==> src/rtl/ram_arb_pkg.sv <==
`default_nettype none
// ============================================================================
// Module      : ram_arb_pkg
// Description : Shared constants for the two-master RAM port arbiter.
// Revision    : 1.0 - initial release
// ============================================================================
package ram_arb_pkg;

    localparam logic [0:0] ST_IDLE = 1'b0;
    localparam logic [0:0] ST_BUSY = 1'b1;

    localparam logic M_HOST = 1'b0;
    localparam logic M_DMA  = 1'b1;

endpackage
`default_nettype wire

==> src/rtl/ram_port_arbiter_if.sv <==
`default_nettype none
// ============================================================================
// Module      : ram_port_arbiter_if
// Description : Toggle-handshake bus for both masters and the RAM controller.
// Revision    : 1.0 - initial release
// ============================================================================
interface ram_port_arbiter_if #(
    parameter int ADDR_BITS = 17,
    parameter int DATA_BITS = 8
);
    logic [ADDR_BITS-1:0] m0_a;
    logic [DATA_BITS-1:0] m0_d;
    logic                 m0_we;
    logic                 m0_req;
    logic                 m0_ack;
    logic [DATA_BITS-1:0] m0_q;

    logic [ADDR_BITS-1:0] m1_a;
    logic [DATA_BITS-1:0] m1_d;
    logic                 m1_we;
    logic                 m1_req;
    logic                 m1_ack;
    logic [DATA_BITS-1:0] m1_q;

    logic [ADDR_BITS-1:0] ram_a;
    logic [DATA_BITS-1:0] ram_d;
    logic                 ram_we;
    logic                 ram_req;
    logic                 ram_ack;
    logic [DATA_BITS-1:0] ram_q;

    // Environment side: both requesters plus the RAM controller.
    modport master (
        output m0_a, m0_d, m0_we, m0_req,
        input  m0_ack, m0_q,
        output m1_a, m1_d, m1_we, m1_req,
        input  m1_ack, m1_q,
        input  ram_a, ram_d, ram_we, ram_req,
        output ram_ack, ram_q
    );

    modport slave (
        input  m0_a, m0_d, m0_we, m0_req,
        output m0_ack, m0_q,
        input  m1_a, m1_d, m1_we, m1_req,
        output m1_ack, m1_q,
        output ram_a, ram_d, ram_we, ram_req,
        input  ram_ack, ram_q
    );
endinterface
`default_nettype wire

==> src/rtl/ram_arb_pick.sv <==
`default_nettype none
// ============================================================================
// Module      : ram_arb_pick
// Description : Combinational winner select between two pending masters.
//               RAM_ARB_ROUND_ROBIN_EN: ties go to the master that was not
//               the last owner; otherwise master 0 always wins ties.
// Revision    : 1.0 - initial release
// ============================================================================
module ram_arb_pick
    import ram_arb_pkg::*;
(
    input  wire logic [1:0] i_pend,
    input  wire logic       i_last_owner,
    output logic            o_valid,
    output logic            o_idx
);

`ifdef RAM_ARB_ROUND_ROBIN_EN
    localparam logic c_ROUND_ROBIN = 1'b1;
`else
    localparam logic c_ROUND_ROBIN = 1'b0;
`endif

    always_comb begin
        o_valid = |i_pend;
        o_idx   = M_HOST;
        if (&i_pend) begin
            o_idx = c_ROUND_ROBIN ? ~i_last_owner : M_HOST;
        end else if (i_pend[M_DMA]) begin
            o_idx = M_DMA;
        end
    end

endmodule
`default_nettype wire

==> src/rtl/ram_port_arbiter.sv <==
`default_nettype none
// ============================================================================
// Module      : ram_port_arbiter
// Description : Serialises two toggle-handshake masters onto one RAM port,
//               holding the winner's request stable for the whole access.
//               Tie policy selected by RAM_ARB_ROUND_ROBIN_EN (in ram_arb_pick).
// Revision    : 1.0 - initial release
// ============================================================================
module ram_port_arbiter
    import ram_arb_pkg::*;
#(
    parameter int ADDR_BITS = 17,
    parameter int DATA_BITS = 8
) (
    input  wire logic         clk,
    input  wire logic         reset_n,
    ram_port_arbiter_if.slave bus,
    output logic              busy,
    output logic              owner
);

    logic [0:0]           r_state;
    logic [0:0]           w_state_nxt;
    logic                 r_m0_ack;
    logic                 r_m1_ack;
    logic [DATA_BITS-1:0] r_m0_q;
    logic [DATA_BITS-1:0] r_m1_q;
    logic [ADDR_BITS-1:0] r_ram_a;
    logic [DATA_BITS-1:0] r_ram_d;
    logic                 r_ram_we;
    logic                 r_ram_req;
    logic                 r_owner;

    logic [1:0]           w_pend;
    logic                 w_pick_valid;
    logic                 w_pick_idx;
    logic                 w_grant;
    logic                 w_done;

    // A master is pending while its request toggle differs from its ack toggle.
    assign w_pend = {bus.m1_req ^ r_m1_ack, bus.m0_req ^ r_m0_ack};

    ram_arb_pick u_pick (
        .i_pend       (w_pend),
        .i_last_owner (r_owner),
        .o_valid      (w_pick_valid),
        .o_idx        (w_pick_idx)
    );

    always_comb begin
        w_state_nxt = r_state;
        w_grant     = 1'b0;
        w_done      = 1'b0;
        case (r_state)
            ST_IDLE: begin
                if (w_pick_valid) begin
                    w_grant     = 1'b1;
                    w_state_nxt = ST_BUSY;
                end
            end
            ST_BUSY: begin
                if (bus.ram_ack == r_ram_req) begin
                    w_done      = 1'b1;
                    w_state_nxt = ST_IDLE;
                end
            end
            default: w_state_nxt = ST_IDLE;
        endcase
    end

    always_ff @(posedge clk or negedge reset_n) begin
        if (!reset_n) begin
            r_state <= ST_IDLE;
        end else begin
            r_state <= w_state_nxt;
        end
    end

    always_ff @(posedge clk or negedge reset_n) begin
        if (!reset_n) begin
            r_m0_ack  <= 1'b0;
            r_m1_ack  <= 1'b0;
            r_m0_q    <= '0;
            r_m1_q    <= '0;
            r_ram_a   <= '0;
            r_ram_d   <= '0;
            r_ram_we  <= 1'b0;
            r_ram_req <= 1'b0;
            r_owner   <= M_HOST;
        end else begin
            // Master inputs are only looked at here; the RAM side stays frozen until the next grant.
            if (w_grant) begin
                r_ram_a   <= (w_pick_idx == M_DMA) ? bus.m1_a  : bus.m0_a;
                r_ram_d   <= (w_pick_idx == M_DMA) ? bus.m1_d  : bus.m0_d;
                r_ram_we  <= (w_pick_idx == M_DMA) ? bus.m1_we : bus.m0_we;
                r_ram_req <= ~r_ram_req;
                r_owner   <= w_pick_idx;
            end
            if (w_done) begin
                if (r_owner == M_DMA) begin
                    r_m1_ack <= ~r_m1_ack;
                    if (!r_ram_we) begin
                        r_m1_q <= bus.ram_q;
                    end
                end else begin
                    r_m0_ack <= ~r_m0_ack;
                    if (!r_ram_we) begin
                        r_m0_q <= bus.ram_q;
                    end
                end
            end
        end
    end

    assign bus.m0_ack  = r_m0_ack;
    assign bus.m0_q    = r_m0_q;
    assign bus.m1_ack  = r_m1_ack;
    assign bus.m1_q    = r_m1_q;
    assign bus.ram_a   = r_ram_a;
    assign bus.ram_d   = r_ram_d;
    assign bus.ram_we  = r_ram_we;
    assign bus.ram_req = r_ram_req;

    assign busy  = (r_state == ST_BUSY);
    assign owner = r_owner;

endmodule
`default_nettype wire
==> src/flat_wrapper.sv <==
// flat-port wrapper written by rule: the top's interface ports become plain ports
module ram_port_arbiter_flat import ram_arb_pkg::*;
#(
    parameter int ADDR_BITS = 17,
    parameter int DATA_BITS = 8
)
  (clk, reset_n, busy, owner, bus_m0_a, bus_m0_d, bus_m0_we, bus_m0_req, bus_m0_ack, bus_m0_q, bus_m1_a, bus_m1_d, bus_m1_we, bus_m1_req, bus_m1_ack, bus_m1_q, bus_ram_a, bus_ram_d, bus_ram_we, bus_ram_req, bus_ram_ack, bus_ram_q);
  ram_port_arbiter_if #(.ADDR_BITS(ADDR_BITS), .DATA_BITS(DATA_BITS)) bus_i ();
  input  wire logic clk;
  input  wire logic reset_n;
  output logic busy;
  output logic owner;
  input wire logic [$bits(bus_i.m0_a)-1:0] bus_m0_a;
  input wire logic [$bits(bus_i.m0_d)-1:0] bus_m0_d;
  input wire logic [$bits(bus_i.m0_we)-1:0] bus_m0_we;
  input wire logic [$bits(bus_i.m0_req)-1:0] bus_m0_req;
  output wire logic [$bits(bus_i.m0_ack)-1:0] bus_m0_ack;
  output wire logic [$bits(bus_i.m0_q)-1:0] bus_m0_q;
  input wire logic [$bits(bus_i.m1_a)-1:0] bus_m1_a;
  input wire logic [$bits(bus_i.m1_d)-1:0] bus_m1_d;
  input wire logic [$bits(bus_i.m1_we)-1:0] bus_m1_we;
  input wire logic [$bits(bus_i.m1_req)-1:0] bus_m1_req;
  output wire logic [$bits(bus_i.m1_ack)-1:0] bus_m1_ack;
  output wire logic [$bits(bus_i.m1_q)-1:0] bus_m1_q;
  output wire logic [$bits(bus_i.ram_a)-1:0] bus_ram_a;
  output wire logic [$bits(bus_i.ram_d)-1:0] bus_ram_d;
  output wire logic [$bits(bus_i.ram_we)-1:0] bus_ram_we;
  output wire logic [$bits(bus_i.ram_req)-1:0] bus_ram_req;
  input wire logic [$bits(bus_i.ram_ack)-1:0] bus_ram_ack;
  input wire logic [$bits(bus_i.ram_q)-1:0] bus_ram_q;
  assign bus_i.m0_a = bus_m0_a;
  assign bus_i.m0_d = bus_m0_d;
  assign bus_i.m0_we = bus_m0_we;
  assign bus_i.m0_req = bus_m0_req;
  assign bus_m0_ack = bus_i.m0_ack;
  assign bus_m0_q = bus_i.m0_q;
  assign bus_i.m1_a = bus_m1_a;
  assign bus_i.m1_d = bus_m1_d;
  assign bus_i.m1_we = bus_m1_we;
  assign bus_i.m1_req = bus_m1_req;
  assign bus_m1_ack = bus_i.m1_ack;
  assign bus_m1_q = bus_i.m1_q;
  assign bus_ram_a = bus_i.ram_a;
  assign bus_ram_d = bus_i.ram_d;
  assign bus_ram_we = bus_i.ram_we;
  assign bus_ram_req = bus_i.ram_req;
  assign bus_i.ram_ack = bus_ram_ack;
  assign bus_i.ram_q = bus_ram_q;
  ram_port_arbiter #(.ADDR_BITS(ADDR_BITS), .DATA_BITS(DATA_BITS)) u_core (.clk(clk), .reset_n(reset_n), .bus(bus_i), .busy(busy), .owner(owner));
endmodule
==> config.mk <==
export PLATFORM = sky130hd
export DESIGN_NAME = ram_port_arbiter_flat
export DESIGN_NICKNAME = d
export VERILOG_FILES = /design/src/rtl/ram_arb_pkg.sv /design/src/rtl/ram_port_arbiter_if.sv /design/src/rtl/ram_arb_pick.sv /design/src/rtl/ram_port_arbiter.sv /design/src/flat_wrapper.sv
export SDC_FILE = /design/constraint.sdc
export NUM_CORES = 1
export LEC_CHECK = 0
export CAP_MARGIN = 20
export CORE_AREA = 8 8 94 62
export CTS_CLUSTER_SIZE = 8
export DETAILED_ROUTE_END_ITERATION = 10
export DIE_AREA = 0 0 102 70
export DONT_BUFFER_PORTS = 1
export GPL_ROUTABILITY_DRIVEN = 0
export GPL_TIMING_DRIVEN = 0
export PLACE_DENSITY = 0.68
export SETUP_SLACK_MARGIN = 0.2
export SYNTH_ARGS = -nofsm -noshare
export SYNTH_HDL_FRONTEND = slang
export SYNTH_SLANG_ARGS = --single-unit
export TNS_END_PERCENT = 20
==> constraint.sdc <==
create_clock -name clk -period 2.1 [get_ports clk]
set_input_delay 0.315 -clock clk [delete_from_list [all_inputs] [get_ports clk]]
set_output_delay 0.315 -clock clk [all_outputs]
set_load 0.01 [all_outputs]
# Word level (Yosys, flattened, before mapping)
# Cells that the tools add are included.
[totals]
output_inout_bits = 47
inputBits = 65
latchBits = 0
memories = 0
ramBits = 0
regBits = 47
rom_bits = 0
[classes]
n_lt_le_gt_ge = 0
muxes = 11
shifts = 0
n_bitwise = 8
n_eq_ne = 1
reduce_logical = 6
n_mul = 0
div = 0
addsub = 0
[ops]
columns = ["cell", "n"]
rows = [
  ["2-to-1 mux 17 bit", 1],
  ["2-to-1 mux 1 bit", 8],
  ["2-to-1 mux 8 bit", 1],
  ["inverter 1 bit", 6],
  ["AND reduction 2 bit", 3],
  ["AND reduction 3 bit", 2],
  ["case mux 1 bit (2 select lines)", 1],
  ["OR reduction 2 bit", 1],
  ["bitwise XOR 1 bit", 2],
  ["== test 1 bit", 1],
]

# Logic depth before layout (Yosys ltp)
[logic_depth]
depth_word = 4
ltp_mapped = 5

# Modules after synthesis
# From an unflattened synthesis, not the netlist that was laid out.
[hier_totals]
cells_unflattened = 168
hier_area_um2 = 2062.0
[modules_own_cells]
columns = ["module", "n_inst", "area_per_inst_um2", "seq_area_each_um2", "cells_per_inst"]
rows = [
  ["ram_port_arbiter", 1, 2049.5, 1176.1, 166],
  ["ram_arb_pick", 1, 12.5, 0.0, 2],
]

# Least setup slack after synthesis
# No wires, ideal clock.
[synth_timing]
kind = "register to register"
from = "register u_core.r_m0_ack (netlist: u_core.bus.m0_ack)"
to = "register u_core.r_ram_a[10] (netlist: u_core.bus.ram_a[10])"
stages_incl_launch_ff = 5
required_time_ns = 2.014
t_arrival_ns = 1.360
setup_time_ns = 0.086
path_buffers = 1
period_less_slack_ns = 1.446
path_slack_ns = 0.654
path_cell_list = "dfrtp_1 > xnor2_2 > clkbuf_1 > o31ai_1 > nor3_1"
[synth_between]
elab_chain_len = 4
word_cells_on_any_way = 7
classes_between = "4 x mux; 1 x bitwise; 2 x reduce/logical"
[synth_rtl]
columns = ["item", "line", "rtl"]
rows = [
  ["start: declaration", "ram_port_arbiter.sv:24", "logic r_m0_ack;"],
  ["start signal: assignment", "ram_port_arbiter.sv:106", "r_m0_ack <= ~r_m0_ack;"],
  ["bitwise XOR 1 bit (*)", "ram_port_arbiter.sv:41", "assign w_pend = {bus.m1_req ^ r_m1_ack, bus.m0_req ^ r_m0_ack};"],
  ["AND reduction 2 bit / OR reduction 2 bit (equally long branches)", "ram_arb_pick.sv:27, ram_arb_pick.sv:25", ""],
  ["2-to-1 mux 1 bit, on equally long branches", "ram_arb_pick.sv:27, ram_port_arbiter.sv:56", ""],
  ["2-to-1 mux 17 bit / 2-to-1 mux 1 bit (equally long branches)", "ram_port_arbiter.sv:93, ram_port_arbiter.sv:54", ""],
  ["end signal: assignment", "ram_port_arbiter.sv:93", "r_ram_a <= (w_pick_idx == M_DMA) ? bus.m1_a : bus.m0_a;"],
  ["end: declaration", "ram_port_arbiter.sv:28", "logic [ADDR_BITS-1:0] r_ram_a;"],
]
# Every way passes the cells marked *; elsewhere a longest branch is shown, timed or not.
# A chain may end at the register's enable or synchronous reset.

# Worst setup path in the final report
[layout_timing]
from = "register u_core.r_ram_req (netlist: u_core.bus.ram_req)"
to = "register u_core.r_m1_q[4] (netlist: u_core.bus.m1_q[4])"
[layout_between]
elab_chain_len = 4
[layout_rtl]
columns = ["item", "line", "rtl"]
rows = [
  ["start: declaration", "ram_port_arbiter.sv:31", "logic r_ram_req;"],
  ["start signal: assignment", "ram_port_arbiter.sv:96", "r_ram_req <= ~r_ram_req;"],
  ["== test 1 bit", "ram_port_arbiter.sv:62", "if (bus.ram_ack == r_ram_req) begin"],
  ["2-to-1 mux 1 bit", "ram_port_arbiter.sv:62", ""],
  ["2-to-1 mux 1 bit", "ram_port_arbiter.sv:54", "case (r_state)"],
  ["AND reduction 3 bit (no source line)", "--", ""],
  ["end signal: assignment", "ram_port_arbiter.sv:103", "r_m1_q <= bus.ram_q;"],
  ["end: declaration", "ram_port_arbiter.sv:27", "logic [DATA_BITS-1:0] r_m1_q;"],
]
# Every way passes these cells.

==> reports/results.tsv <==
metric	value	unit
outcome	complete, no violations	
Longest Clk Path Bufs	2	
Max-Cap Viols	0	
total number of vias	1917	
R2R setup slack	0.26	ns
detailed-route wire length per cell	23.31	um
XOR/XNOR Fraction of Synth Area	4.456	%
mux share of post-synthesis cell area	7.461	%
Buffers on Ports	0	
post-CTS setup buffers	0	
GRT Residual Overflow	0	
Worst Hold Slack	0.1633	ns
Largest stage delay, worst path	0.50	ns
DIE AREA	7140	um^2
dpl cell area	2494	um^2
placed insts	295	
vias in the first global route	2119	
Worst EP arrival	2.02	ns
clk sink count	47	
Nets	306	
initial antenna violation count	0	
Clk pin slew, worst setup/hold paths	0.09	ns
Mapped Area	2415	um^2
sw frac	46.48	%
FMAX	542.9	MHz
Final Hold Viols	0	
Post-Route Skew	0.007110	ns
DP HPWL	5276	um
non-filler instance count after layout	305	
drt first pass iters	4	
antenna fix cells	0	
VDD IR max	793.5	uV
clock latency on the worst-skew pair	0.30	ns
first-pass GRT wire length	11450	um
Yosys reg bits	47	
setup_tns	0	ns
synthesized instance count	232	
Hold/Removal Path Class	primary input to flop	
critical path class	flop to flop	
fraction of layout cells with a size suffix above 1	19.42	%
slew margin rel.	62.39	%
Req. time, crit path	2.28	ns
Post-Synth Simple-Gate Area	26.68	%
number of buffers created by CTS	5	
aggregate routed wire length	7111	um
CP max FO	8	
Critical Path Start	u_core.bus.ram_req	
Logic pwr share	44.6	%
Max Slew Vio Count	0	
core area	4422	um^2
P_int	2667	uW
sequential power share	41.6	%
R2R cell count	3	
CTS HTree Levels	2	
commonest non-fill, non-tap cell in the layout	nor3_1	
RSZ-0062 raised after global routing	yes	
main combinational cell family by area after synthesis	simple AND/OR/NAND/NOR gates	
CTS tree	built	
CP endpoint	u_core.bus.m1_q[4]	
DR vias/cell	6.285	
highest-count cells in the layout ignoring fill and taps	nor3_1 (49), dfrtp_1 (47), nor4_1 (26), nand2b_1 (26), o31ai_1 (26)	
compound-gate portion of the synthesized area	8.860	%
CP Launch Type	flop	
DRC violations left	0	
FF-to-FF End	u_core.bus.m1_q[4]	
syn_nets	297	
FP Rows	19	
Hold Path Origin	bus_ram_q[5]	
Worst Tran Pin Value	0.5641	ns
pwr dens	1869	nW/um^2
worst-path cell chain	xnor2_2 -> nand4b_1 -> mux2_2	
final worst path period share	87.71	%
total power	4983	uW
gr usage total	20.14	%
clock share of power	13.8	%
# IOs	112	
initial core utilization	54.61	%
sw power	2316	uW
Netlist cell types	19	
clock root buffer	clkbuf_8	
Final Instance Area	2666	um^2
Leakage	0.001012	uW
Synth Warn #	0	
Die Y	70	um
register area share after synthesis	48.70	%
Avg Cell Area, Syn	10.41	um^2
Syn-to-layout area delta	10.41	%
FF-to-FF Start	u_core.bus.ram_req	
drt initial violations	100	
Min Clock Period, post-route	1.842	ns
Post-Synth Adder-Cell Area	0	%
Routed Antenna Nets	0	
Setup crit end kind	flop	
Slowest-stage cell, CP	nand4b_1	
Chip Width	102	um
largest net degree at the start of global routing	48	
Setup-failing EPs final	0	
[power by group through the flow]
stage                     logic, uW  registers [uW]  clock network, uW
after global routing           2460            2150                734
after global placement         2080            2090                  0
final                          2220            2070                686
after floorplan                1690            1940                  0
after detailed placement       2150            2100                  0
after CTS                      2190            2090                701
[area by class of cell]
cell class | count | area (um^2)
plain buffers | 21 | 93.84
multi-input cells | 164 | 1162
clock buffers | 6 | 82.58
fillers | 405 | 1755
repair buffers | 2 | 37.54
flip-flops and latches | 47 | 1176
well taps | 63 | 78.83
clock inverters | 2 | 35.03
[worst min-delay path by stage]
stage | slack, ns | cells past startpoint | end
global route | 0.15 | 1 | u_core.bus.m0_q[1]
finish | 0.16 | 1 | u_core.bus.m0_q[5]
detailed placement | 0.02 | 0 | u_core.bus.ram_a[13]
CTS | 0.16 | 1 | u_core.bus.m0_q[5]
floorplan | 0.02 | 0 | u_core.bus.m0_ack
global placement | 0.02 | 0 | u_core.bus.ram_a[13]
[cell families after synthesis]
| group | after synthesis |
|---|---|
| muxes | 16 |
| and+or+nand+nor | 111 |
| DFF | 47 |
| AOI/OAI and AO/OA | 29 |
| xor gates and xnor gates | 8 |
| buffers and inverters | 21 |
[synth_stat cells]
library cell	count	share of area (%)
nand3_1	2	0.41
nor3_1	49	10
nand4b_1	1	0.36
xnor2_2	3	2.0
nor4_1	26	6.7
nor3_2	4	1.7
o31ai_1	26	8.1
xor2_1	1	0.36
a21oi_1	2	0.41
dfrtp_1	47	49
nor2_1	2	0.31
buf_2	11	2.3
nand3b_1	1	0.31
clkbuf_1	10	1.6
nand2b_1	26	6.7
o22a_1	1	0.36
mux2_2	16	7.5
xnor2_1	2	0.73
xor2_2	2	1.3
[per-stage QoR]
step | setup WS [ns] | util (%)
after detailed placement | 0.2128 | 56.39
after global placement | 0.2769 | 56.39
after global routing | 0.1596 | 60.30
after floorplan | 0.6537 | -
final | 0.2581 | 60.30
after CTS | 0.2717 | 60.16
[critical path: cells and delay by family (launching register included)]
family / cells / cell delay [ns]
multiplexers: 1 / 0.45
XOR/XNOR: 1 / 0.30
flip-flops: 1 / 0.48
AND/OR/NAND/NOR: 1 / 0.50
[state kept, by name, indices dropped and copies added, names as in the netlist]
signal              flops
u_core.bus.ram_a       17
u_core.bus.m0_q         8
u_core.bus.m1_q         8
u_core.bus.ram_d        8
u_core.bus.m0_ack       1
u_core.bus.m1_ack       1
u_core.bus.ram_req      1
u_core.bus.ram_we       1
u_core.busy             1
u_core.owner            1
[per-layer routing]
metal	GRT usage (%)	wire [um]	vias to the layer above
met2	30.15	3237	74
met3	8.902	837	4
met5	0	0	-
li1	-	-	885
met4	4.693	53	0
met1	25.87	2982	954
[what timing repair did]
item | in CTS | in global routing
gates resized for setup | 1 | 3
pin swaps | 0 | 0
hold endpoints to repair | 47 | 0
endpoints found under the setup margin | 1 | 22
hold buffers | 2 | 0
Power figures use the tool's default switching activity.
